File: src/rtl/lc3_ctrl_fsm.sv
// LC-3 multi-cycle control unit: one Moore FSM that sequences fetch, decode,
// execute and memory access, with halt, illegal-opcode and memory-timeout reporting.
module lc3_ctrl_fsm #(
    parameter int MEM_TIMEOUT = 255,
    parameter int CNT_W       = 8
) (
    input  logic       clk,
    input  logic       rst_n,
    input  logic       run,
    input  logic [3:0] ir_opcode,
    input  logic [2:0] ir_nzp,
    input  logic       ir_bit11,
    input  logic [2:0] cc_nzp,
    input  logic       mem_ready,
    output logic       ld_mar,
    output logic       ld_mdr,
    output logic       ld_ir,
    output logic       ld_pc,
    output logic       ld_reg,
    output logic       ld_cc,
    output logic       gate_pc,
    output logic       gate_mdr,
    output logic       gate_alu,
    output logic       gate_marmux,
    output logic [1:0] pc_mux,
    output logic       dr_r7,
    output logic       mem_en,
    output logic       mem_we,
    output logic       halted,
    output logic [1:0] err,
    output logic [3:0] state
);

    localparam logic [3:0] S_HALT      = 4'd0;
    localparam logic [3:0] S_FETCH0    = 4'd1;
    localparam logic [3:0] S_FETCH1    = 4'd2;
    localparam logic [3:0] S_FETCH2    = 4'd3;
    localparam logic [3:0] S_DECODE    = 4'd4;
    localparam logic [3:0] S_EXEC_ALU  = 4'd5;
    localparam logic [3:0] S_EXEC_BR   = 4'd6;
    localparam logic [3:0] S_EXEC_JMP  = 4'd7;
    localparam logic [3:0] S_EXEC_JSR  = 4'd8;
    localparam logic [3:0] S_EXEC_LEA  = 4'd9;
    localparam logic [3:0] S_ADDR_CALC = 4'd10;
    localparam logic [3:0] S_MEM_RD    = 4'd11;
    localparam logic [3:0] S_WB_LD     = 4'd12;
    localparam logic [3:0] S_ST_SETUP  = 4'd13;
    localparam logic [3:0] S_MEM_WR    = 4'd14;
    localparam logic [3:0] S_ERROR     = 4'd15;

    localparam logic [1:0] ERR_NONE    = 2'b00;
    localparam logic [1:0] ERR_ILLEGAL = 2'b01;
    localparam logic [1:0] ERR_TIMEOUT = 2'b10;

    localparam logic [1:0] PCMUX_INC  = 2'b00;
    localparam logic [1:0] PCMUX_OFFS = 2'b01;
    localparam logic [1:0] PCMUX_BASE = 2'b10;

    localparam logic [CNT_W-1:0] TIMEOUT_C = CNT_W'(MEM_TIMEOUT);
    localparam bit               WDOG_EN   = (MEM_TIMEOUT != 0);

    logic [3:0]       state_q, state_d;
    logic [CNT_W-1:0] cnt_q, cnt_d;
    logic             br_taken_q, br_taken_d;
    logic             jsr_imm_q, jsr_imm_d;
    logic [1:0]       err_q, err_d;

    logic             in_wait;
    logic [CNT_W-1:0] cnt_inc;
    logic             timeout;

    // A wait ends in timeout only when the limit is reached with mem_ready still low.
    assign in_wait = (state_q == S_FETCH1) || (state_q == S_MEM_RD) || (state_q == S_MEM_WR);
    assign cnt_inc = cnt_q + 1'b1;
    assign timeout = WDOG_EN && in_wait && !mem_ready && (cnt_inc == TIMEOUT_C);

    always_comb begin
        state_d    = state_q;
        br_taken_d = br_taken_q;
        jsr_imm_d  = jsr_imm_q;
        err_d      = err_q;
        cnt_d      = '0;
        if (in_wait && !mem_ready) begin
            cnt_d = cnt_inc;
        end

        case (state_q)
            S_HALT:      if (run) state_d = S_FETCH0;
            S_FETCH0:    state_d = S_FETCH1;
            S_FETCH1: begin
                if (mem_ready) begin
                    state_d = S_FETCH2;
                end else if (timeout) begin
                    state_d = S_ERROR;
                    err_d   = ERR_TIMEOUT;
                end
            end
            S_FETCH2:    state_d = S_DECODE;
            S_DECODE: begin
                // Branch outcome and JSR mode are latched so EXEC outputs stay pure Moore.
                br_taken_d = |(ir_nzp & cc_nzp);
                jsr_imm_d  = ir_bit11;
                case (ir_opcode)
                    4'b0001, 4'b0101, 4'b1001:           state_d = S_EXEC_ALU;
                    4'b0000:                             state_d = S_EXEC_BR;
                    4'b1100:                             state_d = S_EXEC_JMP;
                    4'b0100:                             state_d = S_EXEC_JSR;
                    4'b1110:                             state_d = S_EXEC_LEA;
                    4'b0010, 4'b0110, 4'b0011, 4'b0111:  state_d = S_ADDR_CALC;
                    4'b1111:                             state_d = S_HALT;
                    default: begin
                        state_d = S_ERROR;
                        err_d   = ERR_ILLEGAL;
                    end
                endcase
            end
            S_EXEC_ALU,
            S_EXEC_BR,
            S_EXEC_JMP,
            S_EXEC_JSR,
            S_EXEC_LEA,
            S_WB_LD:     state_d = S_FETCH0;
            // Opcode bit 0 separates loads (LD/LDR) from stores (ST/STR).
            S_ADDR_CALC: state_d = ir_opcode[0] ? S_ST_SETUP : S_MEM_RD;
            S_MEM_RD: begin
                if (mem_ready) begin
                    state_d = S_WB_LD;
                end else if (timeout) begin
                    state_d = S_ERROR;
                    err_d   = ERR_TIMEOUT;
                end
            end
            S_ST_SETUP:  state_d = S_MEM_WR;
            S_MEM_WR: begin
                if (mem_ready) begin
                    state_d = S_FETCH0;
                end else if (timeout) begin
                    state_d = S_ERROR;
                    err_d   = ERR_TIMEOUT;
                end
            end
            S_ERROR:     state_d = S_ERROR;
            default:     state_d = S_HALT;
        endcase
    end

    always_ff @(posedge clk or negedge rst_n) begin
        if (!rst_n) begin
            state_q    <= S_HALT;
            cnt_q      <= '0;
            br_taken_q <= 1'b0;
            jsr_imm_q  <= 1'b0;
            err_q      <= ERR_NONE;
        end else begin
            state_q    <= state_d;
            cnt_q      <= cnt_d;
            br_taken_q <= br_taken_d;
            jsr_imm_q  <= jsr_imm_d;
            err_q      <= err_d;
        end
    end

    always_comb begin
        ld_mar      = 1'b0;
        ld_mdr      = 1'b0;
        ld_ir       = 1'b0;
        ld_pc       = 1'b0;
        ld_reg      = 1'b0;
        ld_cc       = 1'b0;
        gate_pc     = 1'b0;
        gate_mdr    = 1'b0;
        gate_alu    = 1'b0;
        gate_marmux = 1'b0;
        pc_mux      = PCMUX_INC;
        dr_r7       = 1'b0;
        mem_en      = 1'b0;
        mem_we      = 1'b0;
        case (state_q)
            S_FETCH0: begin
                gate_pc = 1'b1;
                ld_mar  = 1'b1;
                ld_pc   = 1'b1;
            end
            S_FETCH1: begin
                mem_en = 1'b1;
                ld_mdr = 1'b1;
            end
            S_FETCH2: begin
                gate_mdr = 1'b1;
                ld_ir    = 1'b1;
            end
            S_EXEC_ALU: begin
                gate_alu = 1'b1;
                ld_reg   = 1'b1;
                ld_cc    = 1'b1;
            end
            S_EXEC_BR: begin
                if (br_taken_q) begin
                    ld_pc  = 1'b1;
                    pc_mux = PCMUX_OFFS;
                end
            end
            S_EXEC_JMP: begin
                ld_pc  = 1'b1;
                pc_mux = PCMUX_BASE;
            end
            S_EXEC_JSR: begin
                // R7 takes the old PC off the bus on the same edge PC is replaced.
                gate_pc = 1'b1;
                ld_reg  = 1'b1;
                dr_r7   = 1'b1;
                ld_pc   = 1'b1;
                pc_mux  = jsr_imm_q ? PCMUX_OFFS : PCMUX_BASE;
            end
            S_EXEC_LEA: begin
                gate_marmux = 1'b1;
                ld_reg      = 1'b1;
                ld_cc       = 1'b1;
            end
            S_ADDR_CALC: begin
                gate_marmux = 1'b1;
                ld_mar      = 1'b1;
            end
            S_MEM_RD: begin
                mem_en = 1'b1;
                ld_mdr = 1'b1;
            end
            S_WB_LD: begin
                gate_mdr = 1'b1;
                ld_reg   = 1'b1;
                ld_cc    = 1'b1;
            end
            S_ST_SETUP: begin
                gate_alu = 1'b1;
                ld_mdr   = 1'b1;
            end
            S_MEM_WR: begin
                mem_en = 1'b1;
                mem_we = 1'b1;
            end
            default: ;
        endcase
    end

    assign halted = (state_q == S_HALT) || (state_q == S_ERROR);
    assign err    = err_q;
    assign state  = state_q;

endmodule

File: config.mk
export PLATFORM = sky130hd
export DESIGN_NAME = lc3_ctrl_fsm
export DESIGN_NICKNAME = d
export VERILOG_FILES = /design/src/rtl/lc3_ctrl_fsm.sv
export SDC_FILE = /design/constraint.sdc
export NUM_CORES = 1
export LEC_CHECK = 0
export CAP_MARGIN = 20
export CORE_MARGIN = 4
export CORE_UTILIZATION = 47
export DETAILED_ROUTE_END_ITERATION = 16
export GPL_TIMING_DRIVEN = 0
export PLACE_DENSITY = 0.82
export REMOVE_ABC_BUFFERS = 1
export SKIP_CTS_REPAIR_TIMING = 1
export SLEW_MARGIN = 5
export SYNTH_ARGS = -nofsm -noshare
export SYNTH_HDL_FRONTEND = slang
export SYNTH_SLANG_ARGS = --single-unit
File: constraint.sdc
create_clock -name clk -period 1.9 [get_ports clk]
set_input_delay 0.38 -clock clk [delete_from_list [all_inputs] [get_ports clk]]
set_output_delay 0.38 -clock clk [all_outputs]
set_load 0.05 [all_outputs]
Word level (Yosys, flattened, before mapping)

Index checks and enable logic that the tools add are counted.

Output and inout port bits: 22
Input bits: 15
Register bits after elaboration: 16
Logic and storage cells: 93

Add/sub/neg operators: 1
Mux-type cells: 30
Bitwise logic cells: 1
Reductions and logical operators: 25
Equality and inequality tests: 31

Operators by type and width:

| operator                                                         | number |
|---|---|
| 4-bit == test (second input constant)                            | 12 |
| 4-bit case mux with 11 select lines                              | 1 |
| 4-bit by 3-bit == test with 1-bit output (second input constant) | 8 |
| 4-bit case mux with 7 select lines                               | 1 |
| 4-bit 2-to-1 mux                                                 | 5 |
| 3-bit OR reduction                                               | 6 |
| 4-bit by 2-bit == test with 1-bit output (second input constant) | 4 |
| 1-bit 2-to-1 mux                                                 | 14 |
| 12-bit OR reduction                                              | 1 |
| 2-bit OR reduction                                               | 5 |
| 8-bit by 1-bit adder with 8-bit output (second input constant)   | 1 |
| 4-bit by 1-bit == test with 1-bit output (second input constant) | 2 |
| 8-bit == test (second input constant)                            | 1 |
| 4-bit zero test                                                  | 2 |
| 2-bit 2-to-1 mux                                                 | 4 |
| 8-bit 2-to-1 mux                                                 | 1 |
| 4-bit OR reduction                                               | 2 |
| 2-bit != test (second input constant)                            | 3 |
| 2-bit case mux with 3 select lines                               | 1 |
| 6-bit OR reduction                                               | 1 |
| 2-bit case mux with 2 select lines                               | 1 |
| 4-bit AND reduction                                              | 1 |
| 3-bit AND                                                        | 1 |
| 1-bit logical OR                                                 | 3 |
| other kinds (6)                                                  | 7 |

Logic depth before layout (Yosys ltp)

Gate-level depths: netlist of the first run.

Depth after elaboration: 8
Depth in mapped cells: 7
Depth with buffers taken out: 6

Worst setup path before layout of the first run

Ideal clock, no wire load.

Kind: reg2out
From: register state_q[1], in the netlist state[1]
To: output gate_mdr
Buffers on the path: 2
Stages on the path, launching flop included: 6
Setup slack: -1.238 ns
Arrival time: 2.758 ns
Required time: 1.520 ns
Cell sequence: dfrtp_1 -> buf_4 -> clkbuf_1 -> nand2_1 -> nor3_1 -> a31o_2

Longest elaborated chain between the ends: 3
Elaborated cells between the ends (all ways): 4
Those cells by class: 2 x eq/ne; 1 x mux; 1 x reduce/logical

RTL lines:

| what                                                                             | line | text |
|---|---|---|
| from (decl)                                                                      | 62   | `logic [3:0] state_q, state_d;` |
| from (signal assigned)                                                           | 155  | `state_q <= state_d;` |
| 4-bit == test / 4-bit by 2-bit == test with 1-bit output (equally long branches) | 178  | `case (state_q)` |
| 2-bit OR reduction (no source line) (*)                                          | n/a  |  |
| 1-bit 2-to-1 mux (*)                                                             | 178  |  |
| to (decl)                                                                        | 22   | `output logic gate_mdr,` |

Every way passes the cells marked *; elsewhere a longest branch is shown, timed or not.

Worst setup path in the final report of the first run

From: register state_q[2], in the netlist state[2]
To: register err_q[0], in the netlist err[0]

Longest elaborated chain between the ends: 7
Elaborated cells between the ends (all ways): 15
Those cells by class: 7 x eq/ne; 1 x mux; 7 x reduce/logical

RTL lines:

| what                                                                             | line   | text |
|---|---|---|
| 4-bit by 2-bit == test with 1-bit output / 4-bit == test (equally long branches) | 73, 87 |  |
| 1-bit logical OR (2 in series)                                                   | 73     | `assign in_wait = (state_q == S_FETCH1) \|\| (state_q == S_MEM_RD) \|\| (state_q == S_MEM_WR);` |
| 1-bit logical AND (2 in series)                                                  | 75     | `assign timeout = WDOG_EN && in_wait && !mem_ready && (cnt_inc == TIMEOUT_C);` |
| 2-bit by 1-bit != test with 1-bit output (no source line)                        | n/a    |  |
| 4-bit AND reduction (no source line)                                             | n/a    |  |
| to (signal assigned)                                                             | 159    | `err_q <= err_d;` |
| to (decl)                                                                        | 66     | `logic [1:0] err_q, err_d;` |

Several ways; a longest one is shown, not always the timed one.
A chain may end at the register's enable or synchronous reset.

==> summary.txt, run 1 <==
Outcome
  • Status: finished, violations left
  • Failing checks: negative setup slack

Global routing
  • GR Overflow Total: 0
  • Pin count of the biggest net entering global routing: 25
  • Total global-route track usage: approximately a fifth
  • First-pass GRT wire length: approximately 5.3 mm
  • Initial antenna violation count: 0
  • Vias in the first global route: approximately 1.2k

Logic synthesis
  • Ys flop type: dfrtp_1
  • Synth Area in Adders: between 1.5 and 2%
  • Asr flop ratio synth: 100.0%
  • Synth area leader: dfrtp_1
  • Gate Count Post-Synth: 161
  • Synth Warn #: 0
  • Post-synth cell types: 43
  • Post-synth EDFFs: 0
  • Mux cell area share after synthesis: 2.592%
  • Post-Syn Area: about 0.0013 mm^2
  • Post-synth top area share: between 30% and 40%
  • Largest cells by area after synthesis: dfrtp_1 32%, nor2_1 6.9%, xnor2_1 4.9%, nand2_1 4.2%, a21oi_1 4.0%
  • Post-Synth XOR/XNOR Area: approximately 7.7%
  • Synth Register Bits: 16
  • Simple-Gate Fraction of Synth Area: about 30%
  • Post-synthesis compound-gate area fraction: between 20% and 30%
  • Seq/Total Area, Yosys: about a third
  • Largest family of logic cells by synthesized area: simple AND/OR/NAND/NOR gates
  • Syn Area/Cell: a little under 8 um^2

Timing
  • Crit share post-route: 112.5%
  • Final hold vios: 0
  • Max-slew violation count: 0
  • Fin Clk Skew: between 1.5 and 2 ps
  • Final setup fails: 14
  • Slew @ Worst Pin: roughly 670 ps
  • Unrepaired setup endpoints after global routing: true
  • Min cycle time layout: 2137 ps
  • Final worst slack: -237.0 ps
  • Fin Setup TNS: -1696 ps
  • Slew margin rel.: a little under three fifths
  • Fmax: 468.0 MHz

Cells and area
  • Ant diodes: 0
  • Area delta synth->final: 63.41%
  • Fillers: between 100 and 150
  • Layout cells sized above 1: a little over a third
  • Area of the multi-input gates: 912.1 um^2
  • Register area: between 400 and 500 um^2
  • Layout Nets: roughly 230

Detailed routing
  • Antenna viol nets, final: 0
  • Routed vias: roughly 1.5k
  • Drt first pass iters: 4
  • Mean routed wirelength per cell: between 15 and 20 um
  • Routed vias/inst: 5.980
  • Final WL: 4.349 mm
  • Initial drt markers: 76
  • Post-route DRC: 0

CTS
  • CTS sink cnt: 16
  • CTS tree: built
  • CTS max path bufs: 2
  • Cts bufs inserted: 3
  • Clk pin slew, worst setup/hold paths: roughly 90 ps
  • Clock Latency Late Sink: 280 ps
  • CTS HTree Levels: 1
  • Clk Tree Root Cell: clkbuf_4

Job
  • Max-Cap Viols: 0

Placement
  • PortBufs: 36
  • RD Place Congestion: 0.9436
  • Dpl hpwl: around 2.4 mm

Worst setup path
  • Critical path capture point type: register
  • Worst r2r src: state[2]
  • WS Path Type: register to register
  • CP max FO: 10
  • Critical R2R Capture: err[0]
  • R2R depth: 6
  • Reg2reg setup slack: -240 ps
  • CP Data Required Time: roughly 2100 ps
  • Worst path arrival time: between 2000 and 2500 ps
  • Startpoint Class: register

Power and ir drop
  • Peak supply drop: about 1.5 mV
  • Leakage dissipation: around 0.93 nW
  • Pwr dens: between 1500 and 2000 mW/mm^2
  • Tot Pwr: between 3 and 4 mW

Die
  • Die extent in y: between 50 and 60 um
  • Die area: around 0.0036 mm^2
  • Core Box Area: 0.002522 mm^2
  • Die Span X: roughly 60 um
  • Starting Density: 49.75%
  • Row count: 18
  • Io pins: 37

Hold path
  • Hold crit path type: input port to asynchronous set/reset pin
[registers in the layout, summed over array words and instances, names as in the netlist]
signal,cells
cnt_q,8
state,4
err,2
br_taken_q,1
jsr_imm_q,1
[critical path: stages (launching register included)]
cell,delay (ps)
dfrtp_4,540
buf_4,160
nand3b_1,210
o22ai_2,300
nand2b_4,140
or4_4,570
o21a_1,120
[how the worst max path moves through the flow]
stage               startpoint  endpoint  slack (ps)  depth (start not counted)
floorplan             state[0]  gate_mdr       -1150                          3
global placement      state[3]    ld_reg        -720                          5
detailed placement    state[3]    ld_reg        -770                          5
CTS                   state[3]    ld_reg       -1090                          5
global route          state[2]    err[0]        -280                          6
finish                state[2]    err[0]        -240                          6
[power by group]
part | switching, mW | internal, mW | total, mW
Clock | 0.101 | 0.117 | 0.218
Combinational | 1.54 | 1.11 | 2.65
Sequential | 0.171 | 0.454 | 0.625
[synthesized netlist by cell type, types with 3 or more instances]
| cell | instances |
|---|---|
| nor2_1 | 23 |
| dfrtp_1 | 16 |
| nand2_1 | 14 |
| a21oi_1 | 10 |
| clkbuf_1 | 10 |
| o21ai_0 | 7 |
| xnor2_1 | 7 |
| inv_1 | 6 |
| nand3_1 | 6 |
| nor3_1 | 6 |
| nand2b_1 | 5 |
| nor2b_1 | 5 |
| xor2_1 | 4 |
| a211oi_1 | 3 |
| and2_1 | 3 |
[through the flow]
step	cells	utilization (%)	area, um^2	setup slack [ps]	hold slack (ps)
after floorplan	149	-	1199	-1154	84.41
after global placement	215	63.29	1597	-716.8	482.2
after detailed placement	215	63.29	1597	-770.2	487.1
after CTS	219	64.73	1633	-1091	507.8
after global routing	244	81.30	2051	-275.5	535.2
final	244	81.30	2051	-237.0	494.0
[cell families after synthesis]
| group | after synthesis |
|---|---|
| buffers and inverters | 18 |
| DFF | 16 |
| AOI/OAI and AO/OA | 37 |
| xor gates and xnor gates | 11 |
| muxes | 3 |
| adders and majority gates | 2 |
| and+or+nand+nor | 74 |
[layout by cell type, fill, tap and decap left out, drive strengths merged, types with 2 or more instances in the layout]
cell type / Yosys / routed
o22ai: 3 / 3
nand2: 14 / 14
ha: 2 / 2
nand2b: 5 / 5
dlymetal6s2s: 0 / 4
nor3: 6 / 6
inv: 6 / 6
o311ai: 2 / 2
nor2: 23 / 23
clkdlybuf4s50: 0 / 16
xor2: 4 / 4
dfrtp: 16 / 16
clkbuf: 10 / 6
nand3: 6 / 6
nor2b: 5 / 5
nand4b: 2 / 2
and2: 3 / 3
xnor2: 7 / 7
a211oi: 3 / 3
o21ai: 7 / 7
a21oi: 10 / 10
or2: 2 / 2
nand4: 2 / 2
buf: 2 / 39
and3: 2 / 2
mux2: 2 / 2
[layout make-up]
type                    count  share of cell area, %
repair buffers             61                  30.57
multi-input cells         127                  44.48
clock buffers               4                  1.769
inverters                   6                  1.098
well taps                  30                  1.830
flip-flops and latches     16                  20.26
[metal layers]
layer	track usage, %	part of all wire (%)	vias to the layer above	routed length [um]
li1	-	-	672	-
met1	22.76	37	698	1621
met2	34.26	53	71	2289
met3	1.944	6.5	18	281
met4	8.228	3.6	0	156
met5	0	0	-	0
No activity file was read; power rests on OpenSTA's default activity.
==> run 2: changes to the inputs <==
==> constraint.sdc (replaced) <==
create_clock -name clk -period 2.3 [get_ports clk]
set_input_delay 0.46 -clock clk [delete_from_list [all_inputs] [get_ports clk]]
set_output_delay 0.46 -clock clk [all_outputs]
set_load 0.05 [all_outputs]
==> run 2 against run 1 <==
Net effect:
- the flow now finishes without violations
- register-to-register slack better by 340 ps
- cell count is 9.8% lower
- setup slack better by 240 ps
- sequential share of layout area is 5.1 points higher
- global-route usage stayed put
- hold slack better by 8.1 ps
- critical path depth is 1 lower
- first-iteration DRC count is 20% lower
- flip-flop and latch count stayed put
- non-clock buffer count is 24 lower
- utilization is 17 points lower
- critical path type is now register to output pin
- largest cell class unchanged
- largest power group unchanged
==> summary.txt, run 2 (synthesis gave the netlist of run 1 again) <==
Global routing
  • Vias in the first global route: ~1.2k
  • Initial antenna violation count: 0
  • Total global-route track usage: 19.08%
  • First-pass GRT wire length: 5.257 mm
  • Pin count of the biggest net entering global routing: 25
  • GR Overflow Total: 0

Placement
  • Placed insts: 215
  • PortBufs: 36
  • RD Place Congestion: 0.9436
  • Dpl hpwl: 2.412 mm
  • Setup slack after placement: -450.2 ps

Timing
  • Hold_ws: about 500 ps
  • Fmax: 434.9 MHz
  • Slew margin rel.: 54.59%
  • Final worst slack: 0.4761 ps
  • Crit share post-route: about 100%
  • Slew @ Worst Pin: just under 700 ps
  • Fin Clk Skew: approximately 2 ps
  • Final setup fails: 0
  • Max-slew violation count: 0
  • Unrepaired setup endpoints after global routing: true
  • Fin Setup TNS: 0 ps
  • Min cycle time layout: approximately 2300 ps
  • Final hold vios: 0

Worst setup path
  • CP max stage delay: roughly 600 ps
  • Critical path capture point type: output pin
  • CP max FO: 22
  • WS Path Type: register to output pin
  • Startpoint Class: register
  • WP buf/inv: 1
  • CP max-delay cell: dfrtp_4
  • Worst path arrival time: 1840 ps
  • Crit path max-delay family: flip-flops
  • CP Data Required Time: about 1800 ps
  • Ordered cell list for the critical path: xor2_2, a21oi_1, nor2_1, or2_2, buf_2

Detailed routing
  • Antenna viol nets, final: 0
  • Routed vias/inst: approximately 5.7
  • Mean routed wirelength per cell: around 15 um
  • Drt first pass iters: 4
  • Initial drt markers: 61
  • Post-route DRC: 0
  • Final WL: 3.256 mm
  • Routed vias: between 1k and 1.5k

Power and ir drop
  • Leakage dissipation: ~0.77 nW
  • Peak supply drop: 0.9433 mV
  • Pwr dens: between 1000 and 1500 mW/mm^2

Cells and area
  • Most common cell after layout, fill and taps aside: nor2_1
  • Max reg flops: 8
  • Register area: around 410 um^2
  • Most frequent cells in the layout: 23 x nor2_1, 20 x clkdlybuf4s50_1, 14 x nand2_1
  • Ant diodes: 0
  • Layout Nets: 208
  • Post-Route Utilization: between 60% and 70%
  • Layout cells sized above 1: between 10 and 15%
  • Final non-filler cell total: between 200 and 250
  • Largest Register: cnt_q
  • Area delta synth->final: 29.71%
  • Fillers: ~220
  • Area of the multi-input gates: 783.3 um^2

Die
  • Io pins: 37
  • Starting Density: 49.75%
  • Die Span X: between 50 and 60 um
  • Row count: 18
  • Core Box Area: roughly 0.0025 mm^2
  • Die area: around 0.0036 mm^2
  • Die extent in y: between 50 and 60 um

CTS
  • CTS sink cnt: 16
  • Clk Tree Root Cell: clkbuf_4
  • Cts bufs inserted: 3
  • CTS HTree Levels: 1
  • Clk pin slew, worst setup/hold paths: about 90 ps
  • Clock Latency Late Sink: between 200 and 300 ps
  • CTS max path bufs: 2
  • CTS tree: built

Job
  • Max-Cap Viols: 0

Hold path
  • Hold crit path type: register to register

Outcome
  • Status: completed
-- run 2: cell count changes in the layout (fill, tap and decap cells not counted), sizes merged --
cell           previous run  this run
buf                      39         3
clkbuf                    6        12
clkdlybuf4s50            16        20
dlymetal6s2s              4         6
-- run 2: routing by layer --
| metal | vias to the layer above | wire length, um | GRT usage, % |
|---|---|---|---|
| met3 | 9 | 195 | 1.944 |
| met4 | 0 | 83 | 8.228 |
| met1 | 587 | 1346 | 22.76 |
| met2 | 46 | 1631 | 34.26 |
| li1 | 621 | - | - |
| met5 | - | 0 | 0 |
-- run 2: layout make-up --
cell class,count,share of cell area [%]
Multi-Input combinational cell,127,48.12
Tap cell,30,2.306
Inverter,6,1.384
Timing Repair Buffer,37,20.60
Clock buffer,4,2.229
Sequential cell,16,25.37
-- run 2: path summary, 6_finish.rpt --
kind | startpoint | end | slack (ps) | cells after the start
min in group asynchronous | rst_n | cnt_q[4] | 580 | 1
max in group asynchronous | rst_n | state[2] | 1220 | 1
worst min-delay path | err[0] | err[0] | 500 | 1
worst max register to register | state[0] | err[0] | 100 | 5
worst min register to register | err[0] | err[0] | 500 | 1
worst max-delay path | state[2] | ld_reg | 0.5 | 5
-- run 2: through the flow --
stage          instance area [um^2]  power (mW)
2_1_floorplan                  1199       1.531
3_3_place_gp                   1597       1.974
3_5_place_dp                   1597       2.008
4_1_cts                        1633       2.193
5_1_grt                        1628       2.290
6_report                       1628       2.144
-- run 2: worst reg2reg max path: stages, from the launching register on --
cell      delay, ps
dfrtp_4         600
nand2b_1        300
o22ai_2         200
nand2b_1        250
or4_4           620
o21a_1          120
-- run 2: where the power goes --
part | internal (mW) | switching (mW) | total, mW | leakage [nW]
logic | 0.466 | 0.931 | 1.40 | 0.543
registers | 0.370 | 0.197 | 0.567 | 0.202
clock network | 0.0964 | 0.0845 | 0.181 | 0.0210
==> run 3: changes to the inputs <==
--- a/config.mk
+++ b/config.mk
@@ -5,9 +5,10 @@
 export SDC_FILE = /design/constraint.sdc
 export NUM_CORES = 1
 export LEC_CHECK = 0
+export ABC_AREA = 1
 export CAP_MARGIN = 20
 export CORE_MARGIN = 4
-export CORE_UTILIZATION = 47
+export CORE_UTILIZATION = 46
 export DETAILED_ROUTE_END_ITERATION = 16
 export GPL_TIMING_DRIVEN = 0
 export PLACE_DENSITY = 0.82
==> run 3 against run 2 <==
Net effect:
- synthesized cell count is 9.3% higher
- clock power increased by 4%
- sequential share of layout area grew 0.071 points
- largest power group unchanged
- global-route usage shrank 0.46 points
- clock-buffer cell count stayed put
- maximum frequency rose by 5.1%
- critical endpoint is now gate_mdr
- critical path depth did not move
- largest cell class unchanged
- total power fell by 5.3%
- hold slack worse by 13 ps
- first-iteration DRC count is 34% lower
==> summary.txt, run 3 <==
Outcome
  • Status: completed

Job
  • Max-Cap Viols: 0

Logic synthesis
  • Syn Area/Cell: roughly 6.6 um^2
  • Post-synth cell types: 25
  • Post-synthesis compound-gate area fraction: 10.52%
  • Seq/Total Area, Yosys: 34.71%
  • Post-synth top area share: 34.71%
  • Simple-Gate Fraction of Synth Area: 40.13%
  • Ys flop type: dfrtp_1
  • Synth Area in Adders: about 2.2%
  • Post-synth top cells: 54 x nand2_1, 26 x nor2_1, 24 x inv_1
  • Asr flop ratio synth: between 90% and 100%
  • Largest cells by area after synthesis: dfrtp_1 35%, nand2_1 18%, nor2_1 8.5%, inv_1 7.8%, nand3_1 4.3%
  • Largest family of logic cells by synthesized area: simple AND/OR/NAND/NOR gates
  • Post-synth EDFFs: 0
  • Synth area leader: dfrtp_1
  • Mux cell area share after synthesis: 0%
  • Synth Register Bits: 16
  • Post-Syn Area: 0.001154 mm^2
  • Gate Count Post-Synth: roughly 180
  • Post-Synth XOR/XNOR Area: roughly 2.3%
  • Most frequent cell after synthesis: nand2_1
  • Synth Warn #: 0

CTS
  • CTS HTree Levels: 1
  • Clk Tree Root Cell: clkbuf_4
  • Clk pin slew, worst setup/hold paths: roughly 100 ps
  • Cts bufs inserted: 3
  • CTS max path bufs: 2
  • CTS tree: built
  • Clock Latency Late Sink: ~290 ps
  • CTS sink cnt: 16

Detailed routing
  • Routed vias: around 1.3k
  • Drt first pass iters: 4
  • Final WL: around 3.0 mm
  • Mean routed wirelength per cell: ~12 um
  • Routed vias/inst: 5.230
  • Initial drt markers: 40
  • Antenna viol nets, final: 0
  • Post-route DRC: 0

Timing
  • Max-slew violation count: 0
  • Slew @ Worst Pin: between 700 and 800 ps
  • Final setup fails: 0
  • Min cycle time layout: ~2200 ps
  • Unrepaired setup endpoints after global routing: false
  • Fin Clk Skew: roughly 0.72 ps
  • Fin Setup TNS: 0 ps
  • Fmax: ~460 MHz
  • Slew margin rel.: 51.34%
  • Final hold vios: 0
  • Crit share post-route: 95.15%

Cells and area
  • Most frequent cells in the layout: 54 x nand2_1, 24 x inv_1, 24 x nor2_1
  • Area delta synth->final: 36.88%
  • Max reg flops: 8
  • Layout Nets: between 200 and 250
  • Most common cell after layout, fill and taps aside: nand2_1
  • Finished Cell Area: around 0.0016 mm^2
  • Layout cells sized above 1: between 10% and 20%
  • Largest Register: cnt_q
  • Ant diodes: 0
  • Post-Route Utilization: approximately 70%
  • Final non-filler cell total: 243

Die
  • Io pins: 37
  • Core Box Area: about 0.0023 mm^2
  • Die extent in y: between 50 and 60 um
  • Die area: roughly 0.0034 mm^2
  • Die Span X: 58.08 um
  • Row count: 17
  • Starting Density: 50.22%

Global routing
  • Pin count of the biggest net entering global routing: 17
  • Initial antenna violation count: 0
  • Total global-route track usage: a little under a fifth
  • First-pass GRT wire length: between 5 and 6 mm
  • GR Overflow Total: 0
  • Vias in the first global route: ~1.2k

Worst setup path
  • WS Path Type: register to output pin
  • CP max stage delay: between 400 and 500 ps
  • Worst r2r src: state[3]
  • Most frequent CP cell: nand2_1
  • Startpoint Class: register
  • Setup crit start: state[3]
  • CP max FO: 6
  • Worst path arrival time: between 1500 and 2000 ps
  • Ordered cell list for the critical path: nand2_1, inv_2, nand2_1, o21ai_0, dlymetal6s2s_1
  • Reg2reg setup slack: 510 ps
  • CP max-delay cell: dfrtp_1
  • Crit path max-delay family: buffers and inverters
  • CP Data Required Time: 1840 ps
  • WP buf/inv: 2
  • Critical path capture point type: output pin

Power and ir drop
  • Tot Pwr: about 2.0 mW
  • Leakage dissipation: about 0.97 nW
  • Peak supply drop: 0.9061 mV
  • Pwr dens: around 1300 mW/mm^2

Placement
  • PortBufs: 36
  • Post-DP Area: about 0.0015 mm^2
  • RD Place Congestion: between 0.9 and 1
  • Dpl hpwl: between 2 and 2.5 mm
  • Placed insts: 239

Hold path
  • Hold Path Origin: err[0]
  • Hold crit path type: register to register
## run 3: cell count changes in the layout (fill, tap and decap cells not counted), sizes merged, moves of 3 or more
cell | before | now
a21oi | 10 | 2
inv | 6 | 30
nand2 | 14 | 58
nand3 | 6 | 12
xnor2 | 7 | 1
nor3 | 6 | 0
dlymetal6s2s | 6 | 9
clkbuf | 12 | 8
nor2 | 23 | 31
nor2b | 5 | 0
and2 | 3 | 0
o21ai | 7 | 10
nand2b | 5 | 0
o22ai | 3 | 0
## run 3: final cells by class
cell class,instances,area [um^2]
Multi-Input combinational cell,129,640.6
Fill cell,206,718.2
Inverter,30,112.6
Clock buffer,4,36.28
Tap cell,28,35.03
Timing Repair Buffer,36,352.8
Sequential cell,16,401.6
## run 3: power breakdown
group          leakage (nW)  switching (mW)  internal, mW
Combinational         0.737            1.01         0.402
Sequential            0.211          0.0819         0.344
Clock                0.0210          0.0923        0.0964
Total                 0.969            1.19         0.842
## run 3: final timing paths
check / end / cells past startpoint
min: err[0] / 2
max: gate_mdr / 5
min in group asynchronous: cnt_q[7] / 1
max reg2reg: err[1] / 11
max in group asynchronous: state[0] / 1
min reg2reg: err[0] / 2
## run 3: layer usage
layer / part of all wire (%) / up-vias / track usage [%] / wire length [um]
li1: - / 628 / - / -
met1: 43 / 589 / 23.80 / 1278
met2: 48 / 48 / 31.13 / 1417
met3: 7.6 / 6 / 4.677 / 225
met4: 1.8 / 0 / 4.967 / 55
met5: 0 / - / 0 / 0
## run 3: cell families after synthesis
group | after synthesis
simple gates | 105
xor+xnor | 3
buf+inv | 31
fa+ha+maj | 2
compound gates | 19
flops | 16
## run 3: through the flow
| stage | hold slack, ps | setup WS (ps) |
|---|---|---|
| after floorplan | 164.4 | -1177 |
| final | 489.5 | 111.5 |
| after global routing | 525.1 | 10.18 |
| after global placement | 466.8 | -190.2 |
| after detailed placement | 469.8 | -221.7 |
| after CTS | 493.2 | -554.3 |
## run 3: worst reg2reg max path, cell delays in order, from the launching register on
cell and delay (ps):
dfrtp_1 490, nand2_1 220, inv_2 110, nand2_2 80, nand3_2 110, nand2_2 160, nor2_4 130, nand3_2 130
nand2_1 90, nand2_1 60, nand2_1 60, nand2_1 50
